File: src/rtl/dfp96_norm_seq.sv
// Sequential BCD significand normaliser for unpacked DFP96 values.
// The FSM shifts the significand left by one digit per enabled clock. It stops when the
// MSD is non-zero, the significand is zero, the value is inf/NaN, or the exponent reaches 0.
//
// Ports:
//   clk, rst, ce            clock, sync active-high reset, clock enable
//   i_vld / i_rdy           input handshake (i_rdy high only in IDLE)
//   i_sign/exp/sig/flags    unpacked operand
//   o_vld / o_rdy           output handshake (o_vld high only in DONE)
//   o_sign/exp/sig/flags    normalised result
//   o_zero                  significand was all zero (finite operand)
//   o_lzc                   number of digit shifts applied
module dfp96_norm_seq #(
    parameter int unsigned DIGITS  = 25,
    parameter int unsigned EXP_WID = 12
) (
    input  logic                  clk,
    input  logic                  rst,
    input  logic                  ce,
    input  logic                  i_vld,
    output logic                  i_rdy,
    input  logic                  i_sign,
    input  logic [EXP_WID-1:0]    i_exp,
    input  logic [4*DIGITS-1:0]   i_sig,
    input  logic                  i_inf,
    input  logic                  i_nan,
    input  logic                  i_qnan,
    input  logic                  i_snan,
    output logic                  o_vld,
    input  logic                  o_rdy,
    output logic                  o_sign,
    output logic [EXP_WID-1:0]    o_exp,
    output logic [4*DIGITS-1:0]   o_sig,
    output logic                  o_inf,
    output logic                  o_nan,
    output logic                  o_qnan,
    output logic                  o_snan,
    output logic                  o_zero,
    output logic [4:0]            o_lzc
);

    localparam int unsigned SigW = 4 * DIGITS;

    typedef enum logic [1:0] {StIdle, StShift, StDone} state_e;

    state_e               state_q, state_d;
    logic                 sign_q, sign_d;
    logic [EXP_WID-1:0]   exp_q, exp_d;
    logic [SigW-1:0]      sig_q, sig_d;
    logic                 inf_q, inf_d;
    logic                 nan_q, nan_d;
    logic                 qnan_q, qnan_d;
    logic                 snan_q, snan_d;
    logic                 zero_q, zero_d;
    logic [4:0]           lzc_q, lzc_d;
    logic                 stop;

    // Shifting is finished once any terminating condition holds on the current operand.
    assign stop = inf_q | nan_q | (sig_q == '0) | (sig_q[SigW-1 -: 4] != 4'h0) |
                  (exp_q == '0);

    always_comb begin
        state_d = state_q;
        sign_d  = sign_q;
        exp_d   = exp_q;
        sig_d   = sig_q;
        inf_d   = inf_q;
        nan_d   = nan_q;
        qnan_d  = qnan_q;
        snan_d  = snan_q;
        zero_d  = zero_q;
        lzc_d   = lzc_q;
        unique case (state_q)
            StIdle: begin
                if (i_vld) begin
                    sign_d  = i_sign;
                    exp_d   = i_exp;
                    sig_d   = i_sig;
                    inf_d   = i_inf;
                    nan_d   = i_nan;
                    qnan_d  = i_qnan;
                    snan_d  = i_snan;
                    // Zero-ness is shift-invariant, so decide it once at capture.
                    zero_d  = (i_sig == '0) & ~(i_inf | i_nan);
                    lzc_d   = 5'd0;
                    state_d = StShift;
                end
            end
            StShift: begin
                if (stop) begin
                    state_d = StDone;
                end else begin
                    sig_d = {sig_q[SigW-5:0], 4'h0};
                    exp_d = exp_q - {{(EXP_WID-1){1'b0}}, 1'b1};
                    lzc_d = lzc_q + 5'd1;
                end
            end
            StDone: begin
                if (o_rdy) begin
                    state_d = StIdle;
                end
            end
            default: state_d = StIdle;
        endcase
    end

    always_ff @(posedge clk) begin
        if (rst) begin
            state_q <= StIdle;
            sign_q  <= 1'b0;
            exp_q   <= '0;
            sig_q   <= '0;
            inf_q   <= 1'b0;
            nan_q   <= 1'b0;
            qnan_q  <= 1'b0;
            snan_q  <= 1'b0;
            zero_q  <= 1'b0;
            lzc_q   <= 5'd0;
        end else if (ce) begin
            state_q <= state_d;
            sign_q  <= sign_d;
            exp_q   <= exp_d;
            sig_q   <= sig_d;
            inf_q   <= inf_d;
            nan_q   <= nan_d;
            qnan_q  <= qnan_d;
            snan_q  <= snan_d;
            zero_q  <= zero_d;
            lzc_q   <= lzc_d;
        end
    end

    assign i_rdy  = (state_q == StIdle);
    assign o_vld  = (state_q == StDone);
    assign o_sign = sign_q;
    assign o_exp  = exp_q;
    assign o_sig  = sig_q;
    assign o_inf  = inf_q;
    assign o_nan  = nan_q;
    assign o_qnan = qnan_q;
    assign o_snan = snan_q;
    assign o_zero = zero_q;
    assign o_lzc  = lzc_q;

endmodule
File: config.mk
export PLATFORM = sky130hd
export DESIGN_NAME = dfp96_norm_seq
export DESIGN_NICKNAME = d
export VERILOG_FILES = /design/src/rtl/dfp96_norm_seq.sv
export SDC_FILE = /design/constraint.sdc
export NUM_CORES = 1
export LEC_CHECK = 0
export ABC_AREA = 1
export CAP_MARGIN = 40
export CELL_PAD_IN_SITES_DETAIL_PLACEMENT = 1
export CELL_PAD_IN_SITES_GLOBAL_PLACEMENT = 2
export CORE_MARGIN = 4
export CORE_UTILIZATION = 23
export DETAILED_ROUTE_END_ITERATION = 12
export PLACE_DENSITY_LB_ADDON = 0.1
export REMOVE_ABC_BUFFERS = 1
export SYNTH_ARGS = -nofsm -noshare
export SYNTH_HDL_FRONTEND = slang
export SYNTH_SLANG_ARGS = --single-unit
File: constraint.sdc
create_clock -name clk -period 2.35 [get_ports clk]
set_clock_uncertainty 0.05 [all_clocks]
set_input_delay 0.47 -clock clk [delete_from_list [all_inputs] [get_ports clk]]
set_output_delay 0.47 -clock clk [all_outputs]
set_load 0.05 [all_outputs]
Word-level counts from Yosys, hierarchy flattened
Index checks and enable logic that the tools add are counted.
Operators by class
  muxes and demuxes: 13
  equal/unequal tests: 6
  reductions and logical operators: 9
  add/sub/neg operators: 2
  bitwise logic cells: 7
Operators by type and width (count)
  zero test 100 bit: 2
  two-way mux 100 bit: 2
  case mux 100 bit (2 select lines): 1
  two-way mux 12 bit: 2
  case mux 12 bit (2 select lines): 1
  zero test 12 bit: 1
  subtractor 12 x 1 -> 12 bit, second input constant: 1
  two-way mux 5 bit: 2
  case mux 5 bit (2 select lines): 1
  AND reduction 4 bit: 2
  two-way mux 2 bit: 3
  inequality test 2 bit, second input constant: 3
  case mux 2 bit (3 select lines): 1
  adder 5 x 1 -> 5 bit, second input constant: 1
  bitwise OR 1 bit: 5
  nonzero test 4 bit: 1
  AND reduction 3 bit: 1
  equality test 2 x 1 -> 1 bit, second input constant: 1
  equality test 2 bit, second input constant: 1
  zero test 2 bit: 1
  inequality test 2 x 1 -> 1 bit, second input constant: 1
  nonzero test 2 bit: 1
  AND 1 bit: 1
  NOT 1 bit: 1
Word-level totals
  flip-flop bits (word level): 125
  input bits: 122
  logic and storage cells: 47

Longest topological paths before layout
Gate-level depths: netlist of the first run.
  word-level depth: 6
  gate-level depth with buffers: 16
  depth with buffers taken out: 14

Worst setup path before layout of the first run
OpenSTA, ideal clock, no wires.
  kind: register to register
  start: register exp_q[0] (netlist: o_exp[0])
  end: register sig_q[57] (netlist: o_sig[57])
  data arrival time: 2.168 ns
  setup slack: 0.068 ns
  stages on the path, launching flop included: 17
  buffers on the path: 3
  required time: 2.236 ns
  setup time: 0.064 ns
  period minus slack after synthesis: 2.282 ns
  cells stage by stage: dfxtp_1 inv_1 ha_1 nand2_2 nor2_4 nand2_2 nor2_4 nand2_1 nand2_1 inv_2 nand3_4 nand2_2 buf_6 buf_6 buf_6 nor2_2 nor2_1
On the way
  longest elaborated chain between the ends: 4
RTL lines
  start: declaration: line 48  | logic [EXP_WID-1:0] exp_q, exp_d;
  start signal: assignment: line 122  | exp_q <= exp_d;
  zero test 12 bit: line 60  | (exp_q == '0);
  bitwise OR 1 bit: line 59  | assign stop = inf_q | nan_q | (sig_q == '0) | (sig_q[SigW-1 -: 4] != 4'h0) |
  inequality test 2 bit (no line)
  AND reduction 4 bit (no line)
  end signal: assignment: line 123  | sig_q <= sig_d;
  end: declaration: line 49  | logic [SigW-1:0] sig_q, sig_d;
No other way between the ends.
A chain may end at the register's enable or synchronous reset.

Worst setup path in the final report of the first run
  start: register exp_q[3] (netlist: o_exp[3])
  end: output o_exp[3]
RTL lines
  end: declaration: line 32  | output logic [EXP_WID-1:0] o_exp,
No word-level cell between the ends.

==> results of run 1 <==
## per-stage QoR
stage | hold WS [ns] | power (mW)
after floorplan | 0.454 | 6.12
after global placement | 0.416 | 7.71
after detailed placement | 0.427 | 7.74
after CTS | 0.442 | 10.7
after global routing | 0.468 | 11.3
final | 0.435 | 10.5
## routing by layer
metal  track usage  vias to the layer above
li1              -                     3980
met1         0.213                     3422
met2         0.262                      168
met3        0.0544                       29
met4        0.0372                        8
met5             0                        -
## layout by cell type (no fill, tap or decap), types with 4 or more instances in the layout
master,count
a21oi_1,11
buf_12,7
buf_4,20
bufinv_16,4
clkbuf_16,17
clkdlybuf4s50_1,241
clkinvlp_4,4
dfxtp_1,125
inv_1,68
inv_2,4
mux2i_1,47
nand2_1,345
nand3_1,20
nand4_1,13
nor2_1,313
nor2_2,20
nor3_1,7
nor4_1,9
o21ai_0,69
## what timing repair did
action / CTS / global route
endpoints found under the setup margin: 1 / 0
resized for setup: 1 / 0
hold buffers: 0 / 0
buffers inserted: 0 / 0
## cell families (layout without fill, tap and decap cells)
| group | Yosys count | in the layout |
|---|---|---|
| adders and majority gates | 2 | 2 |
| xor gates and xnor gates | 1 | 1 |
| buffers and inverters | 134 | 375 |
| DFF | 125 | 125 |
| other | 0 | 2 |
| muxes | 47 | 47 |
| AOI/OAI and AO/OA | 87 | 87 |
| and+or+nand+nor | 738 | 738 |
## registers in the layout (all words and copies together), names as in the netlist
name     cells
o_sig      100
o_exp       12
o_lzc        5
state_q      2
o_inf        1
o_nan        1
o_qnan       1
o_sign       1
o_snan       1
o_zero       1
## area by class of cell
| cell class | count | area [um^2] |
|---|---|---|
| inverters | 75 | 285 |
| repair buffers | 269 | 2710 |
| diodes | 2 | 5.00 |
| well taps | 390 | 488 |
| fillers | 3774 | 19200 |
| flip-flops and latches | 125 | 2500 |
| multi-input cells | 875 | 3930 |
| clock inverters | 13 | 190 |
| clock buffers | 18 | 439 |
## worst register-to-register path, delay by kind of cell, from the launching register on
family | cells | cell delay [ns]
adders and majority gates | 1 | 0.22
DFF | 1 | 0.39
buffers and inverters | 3 | 0.45
and+or+nand+nor | 11 | 0.89
## final timing paths
path | start | end | slack [ns]
worst max-delay path | o_exp[3] | o_exp[3] | 0.1
worst min-delay path | o_sign | o_sign | 0.44
worst max register to register | o_exp[0] | o_sig[86] | 0.25
worst min register to register | o_sign | o_sign | 0.44
## where the power goes
part / switching, mW / internal [mW] / total, mW
sequential: 0.460 / 2.53 / 2.99
combinational: 3.00 / 1.63 / 4.63
clock: 1.10 / 1.81 / 2.91
==> impl_metrics.tcl, run 1 <==
set metrics [dict create \
    synth_top_area_frac 0.358 \
    slew_viol_final 0 \
    crit_slowest_cell "clkdlybuf4s50_1" \
    die_h_um 182 \
    finalWeightedCongestion 0.765 \
    synth_top_family_by_area "simple AND/OR/NAND/NOR gates" \
    io_buffers 246 \
    setup_tns_ns 0 \
    first_pass_iters 5 \
    crit_arrival_ns 1.73 \
    route.vias.total 7607 \
    async_reset_ff_frac 0 \
    design_area_mm2 0.0106 \
    vias_per_cell 4.31 \
    fp.dieW_um 182 \
    yosys_register_bits 125 \
    rsz0062_at_grt "no" \
    required_ns 1.83 \
    synthMuxAreaShare 0.0673 \
    crit_buf_inv 1 \
    worstPathCellList "clkdlybuf4s50_1" \
    synth_common_cells "345 x nand2_1, 314 x nor2_1, 125 x dfxtp_1" \
    slowest_delay_ns 0.87 \
    synth.avg_cell_area_um2 6.16 \
    cts_tree "yes" \
    post-route-util 0.354 \
    end_kind "output pin" \
    cts-root-buf "clkbuf_16" \
    power.leakage_nw 4.58 \
    fmaxAchievable_mhz 443 \
    clk_path_buf_depth 2 \
    max_cap_violations 0 \
    synth.area.top_cells "dfxtp_1 36%, nand2_1 19%, nor2_1 17%" \
    final_nets 1487 \
    hp-class "register to register" \
    wirelength_um 27000 \
    wl_met3_um 1740 \
    worstSkewPairLatency_ns 0.43 \
    synth-xor-area-share 0.00125 \
    ant_nets 0 \
    hold_violations 0 \
    overflow 0 \
    worstMarginPinSlew_ns 0.654 \
    place_ws_ns 0.0249 \
    power_density_mw_per_mm2 997 \
    grt_pass1_vias 7812 \
    crit_fanout 5 \
    netlist_area_mm2 0.00699 \
    worst_slack_ns 0.0950 \
    top_layer_used "met5" \
    synth.largest_area_cell "dfxtp_1" \
    cts-buffers-inserted 17 \
    grt_pass1_wl_um 43400 \
    irDropWorstVdd_v 0.000503 \
    fp.dieArea_mm2 0.0332 \
    coreArea_mm2 0.0298 \
    critPathKind "register to output pin" \
    path_depth 1 \
    synth_most_common_cell "nand2_1" \
    synth-simple-area-share 0.423 \
    drt-met1-wl_um 12600 \
    antenna_found_initial 4 \
    dpl.hpwl_um 20000 \
    io_pins 247 \
    fin_cells 1767 \
    drc 0 \
    synthAdderAreaFrac 0.00358 \
    post-route-period-util 0.960 \
    synthCells 1134 \
    wl_met2_um 12300 \
    synth_cell_types 30 \
    avgRoutedWirePerCell_um 15.3 \
    hold_depth 2 \
    placed_cell_area_mm2 0.00992 \
    grt_max_degree 86 \
    drive_gt1_frac 0.0676 \
    clock_sinks 125 \
    slew_headroom 0.564 \
    grt_usage 0.163 \
    htreeDepth 4 \
    synth-edff-count 0 \
    setup_violations 0 \
    status "complete, no violations" \
    drtIter0Drc 294 \
    clkTransAtPathRegs_ns 0.06 \
    rows 63 \
    crit_family "buffers and inverters" \
    start_kind "register" \
    yosysSeqAreaShare 0.358 \
    synth_compound_area_frac 0.0645 \
    ys_dominant_reg_cell "dfxtp_1" \
    period_needed_ns 2.25 \
    yosysWarnings 0 \
    rr_worst_depth 15 \
    start_util 0.235 \
    dp_cells 1734 \
    syn_to_final_growth_pct 51.0 \
]
Power figures use the tool's default switching activity.
==> inputs of run 2 (changes only) <==
ABC_AREA = not set   (was 1)
CORE_UTILIZATION = 25   (was 23)
GPL_TIMING_DRIVEN = 0   (was not set)
==> impl_metrics.tcl, run 2 <==
set metrics [dict create \
    start_util 0.254 \
    pwr-share-seq 0.309 \
    io_pins 247 \
    slew_headroom 0.234 \
    yosysWarnings 0 \
    hp-class "register to register" \
    final_nets 1190 \
    vias_per_cell 5.57 \
    route.vias.total 7904 \
    rows 60 \
    synth.largest_area_cell "dfxtp_1" \
    largest_reg_flops 100 \
    p_clk_frac 0.323 \
    first_pass_iters 5 \
    grt_pass1_vias 8292 \
    status "finished with violations" \
    clock_sinks 125 \
    timing.rr.end "o_sig[42]" \
    power.leakage_nw 4.99 \
    mostFrequentLayoutCell "clkdlybuf4s50_1" \
    internal-power_mw 5.36 \
    finalWeightedCongestion 0.790 \
    power.switching_mw 3.27 \
    hold-path-endpoint "o_sign" \
    avgRoutedWirePerCell_um 24.6 \
    timing.rr.start "o_sig[34]" \
    synth.area.top_cells "dfxtp_1 37%, o211a_1 14%, o2111ai_1 12%" \
    worstSkewPairLatency_ns 0.43 \
    clk_path_buf_depth 2 \
    reg2reg_slack_ns -0.31 \
    swShare 0.379 \
    grt_pass1_wl_um 53400 \
    dp_cells 1352 \
    slew_viol_final 0 \
    violations "setup timing" \
    p_total_mw 8.63 \
    overflow 0 \
    period_needed_ns 2.66 \
    ant_nets 0 \
    cts-buffers-inserted 17 \
    post-route-util 0.438 \
    ys_dominant_reg_cell "dfxtp_1" \
    final_cell_mix "239 x clkdlybuf4s50_1, 220 x nand2_1, 112 x dfxtp_1, 96 x o211a_1, 62 x o2111ai_2" \
    cts_tree "yes" \
    synth_top_area_frac 0.366 \
    synth.avg_cell_area_um2 8.29 \
    synth_common_cells "221 x nand2_1, 125 x dfxtp_1, 97 x o2111ai_1" \
    cts-root-buf "clkbuf_16" \
    grt_usage 0.224 \
    worstPathCellList "nor4_4 > nand4_1 > nor4_4 > and3_4 > nor3_4 > clkbuf_16 > buf_12 > buf_12 > buf_8 > o211a_1" \
    wirelength_um 34900 \
    hold_depth 2 \
    rr_worst_depth 10 \
    dpl.hpwl_um 24000 \
    coreArea_mm2 0.0270 \
    worst_slack_ns -0.311 \
    end_kind "register" \
    rsz0062_at_grt "yes" \
    yosysSeqAreaShare 0.366 \
    synth_cell_types 49 \
    io_buffers 246 \
    antenna_found_initial 0 \
    htreeDepth 4 \
    fin_cells 1420 \
    synth_most_common_cell "nand2_1" \
    async_reset_ff_frac 0 \
    synthCells 824 \
    required_ns 2.60 \
    worstMarginPinSlew_ns 1.14 \
    fp.dieW_um 173 \
    p_comb_frac 0.369 \
    power_density_mw_per_mm2 731 \
    drive_gt1_frac 0.195 \
    start_kind "register" \
    drc 0 \
    max_cap_violations 0 \
    min-delay-start "o_sign" \
    synth-edff-count 0 \
    fmaxAchievable_mhz 376 \
    diodes 0 \
    place_ws_ns -1.70 \
    yosys_register_bits 125 \
    die_h_um 173 \
    critPathKind "register to register" \
    post-route-period-util 1.13 \
    n_fill_cell 2994 \
    crit_slowest_cell "nor4_4" \
    fp.dieArea_mm2 0.0300 \
    drtIter0Drc 509 \
    grt_max_degree 63 \
    crit_fanout 7 \
    clkTransAtPathRegs_ns 0.06 \
    irDropWorstVdd_v 0.000332 \
    slowest_delay_ns 0.41 \
    hold_violations 0 \
    setup_violations 107 \
    setup_tns_ns -23.79 \
    crit_arrival_ns 2.91 \
    netlist_area_mm2 0.00683 \
    syn_to_final_growth_pct 72.8 \
]
-- run 2: cell types whose count changed after synthesis, moves of 8 or more --
cell,change
clkbuf_1,+44
nand3_1,-12
inv_1,-63
o21ai_0,-58
nor2b_1,+8
nand2_1,-124
o211a_1,+96
buf_2,-22
nor2_1,-300
mux2i_1,-41
nor4_1,+45
o2111ai_1,+97
nor2_2,-20
-- run 2: cell families after synthesis --
family | count (synthesis) | share of synthesized area
and+or+nand+nor | 340 | 0.227
AOI/OAI and AO/OA | 257 | 0.330
DFF | 125 | 0.366
buffers and inverters | 94 | 0.0639
muxes | 6 | 0.00879
adders and majority gates | 2 | 0.00366
-- run 2: metrics by stage --
stage,cell area [um^2],hold WS (ns)
floorplan,6420,0.485
global placement,9310,0.394
detailed placement,9990,0.401
CTS,11500,0.409
global route,11800,0.432
finish,11800,0.407
-- run 2: layout make-up --
| type | count | area (um^2) | share of cell area |
|---|---|---|---|
| clock buffers | 19 | 443 | 0.0375 |
| repair buffers | 308 | 3580 | 0.303 |
| flip-flops and latches | 125 | 2520 | 0.214 |
| well taps | 341 | 427 | 0.0361 |
| multi-input cells | 607 | 4630 | 0.393 |
| inverters | 7 | 33.8 | 0.00286 |
| clock inverters | 13 | 165 | 0.0140 |
-- run 2: worst max path at each step --
stage	start	end	slack, ns
2_1_floorplan	o_exp[0]	o_exp[9]	-6.27
5_1_grt	o_sig[6]	o_sig[54]	-0.42
6_report	o_sig[34]	o_sig[42]	-0.31
3_5_place_dp	o_sig[33]	o_sig[38]	-1.70
4_1_cts	o_sig[31]	o_sig[38]	-0.24
3_3_place_gp	o_exp[1]	o_exp[9]	-12.60
-- run 2: metal layers --
metal	routed length, um	GRT usage	vias to the layer above
met5	0	0	-
met4	741	0.0585	0
met3	1610	0.0469	37
met2	16100	0.357	216
met1	16500	0.309	3975
li1	-	-	3676
-- run 2: repair_timing --
item | 4_1_cts | 5_1_grt
setup endpoints to repair | 124 | 122
setup buffers | 21 | 9
cloned | 3 | 3
pin swaps | 17 | 12
hold buffers | 0 | 0
gates resized for setup | 121 | 50
-- run 2: worst max-delay path: cells and delay by family, from the launching register on --
family	cells	cell delay, ns
AO/OA/AOI/OAI	1	0.20
buffers and inverters	4	0.57
flip-flops	1	0.36
AND/OR/NAND/NOR	5	1.34
-- run 2: power by group through the flow --
stage	combinational, mW	sequential, mW	clock, mW
final	3.18	2.66	2.79
after global routing	3.36	2.70	2.94
after CTS	3.08	2.66	2.86
after detailed placement	2.79	2.67	0
after global placement	2.64	2.67	0
after floorplan	0.839	3.29	0
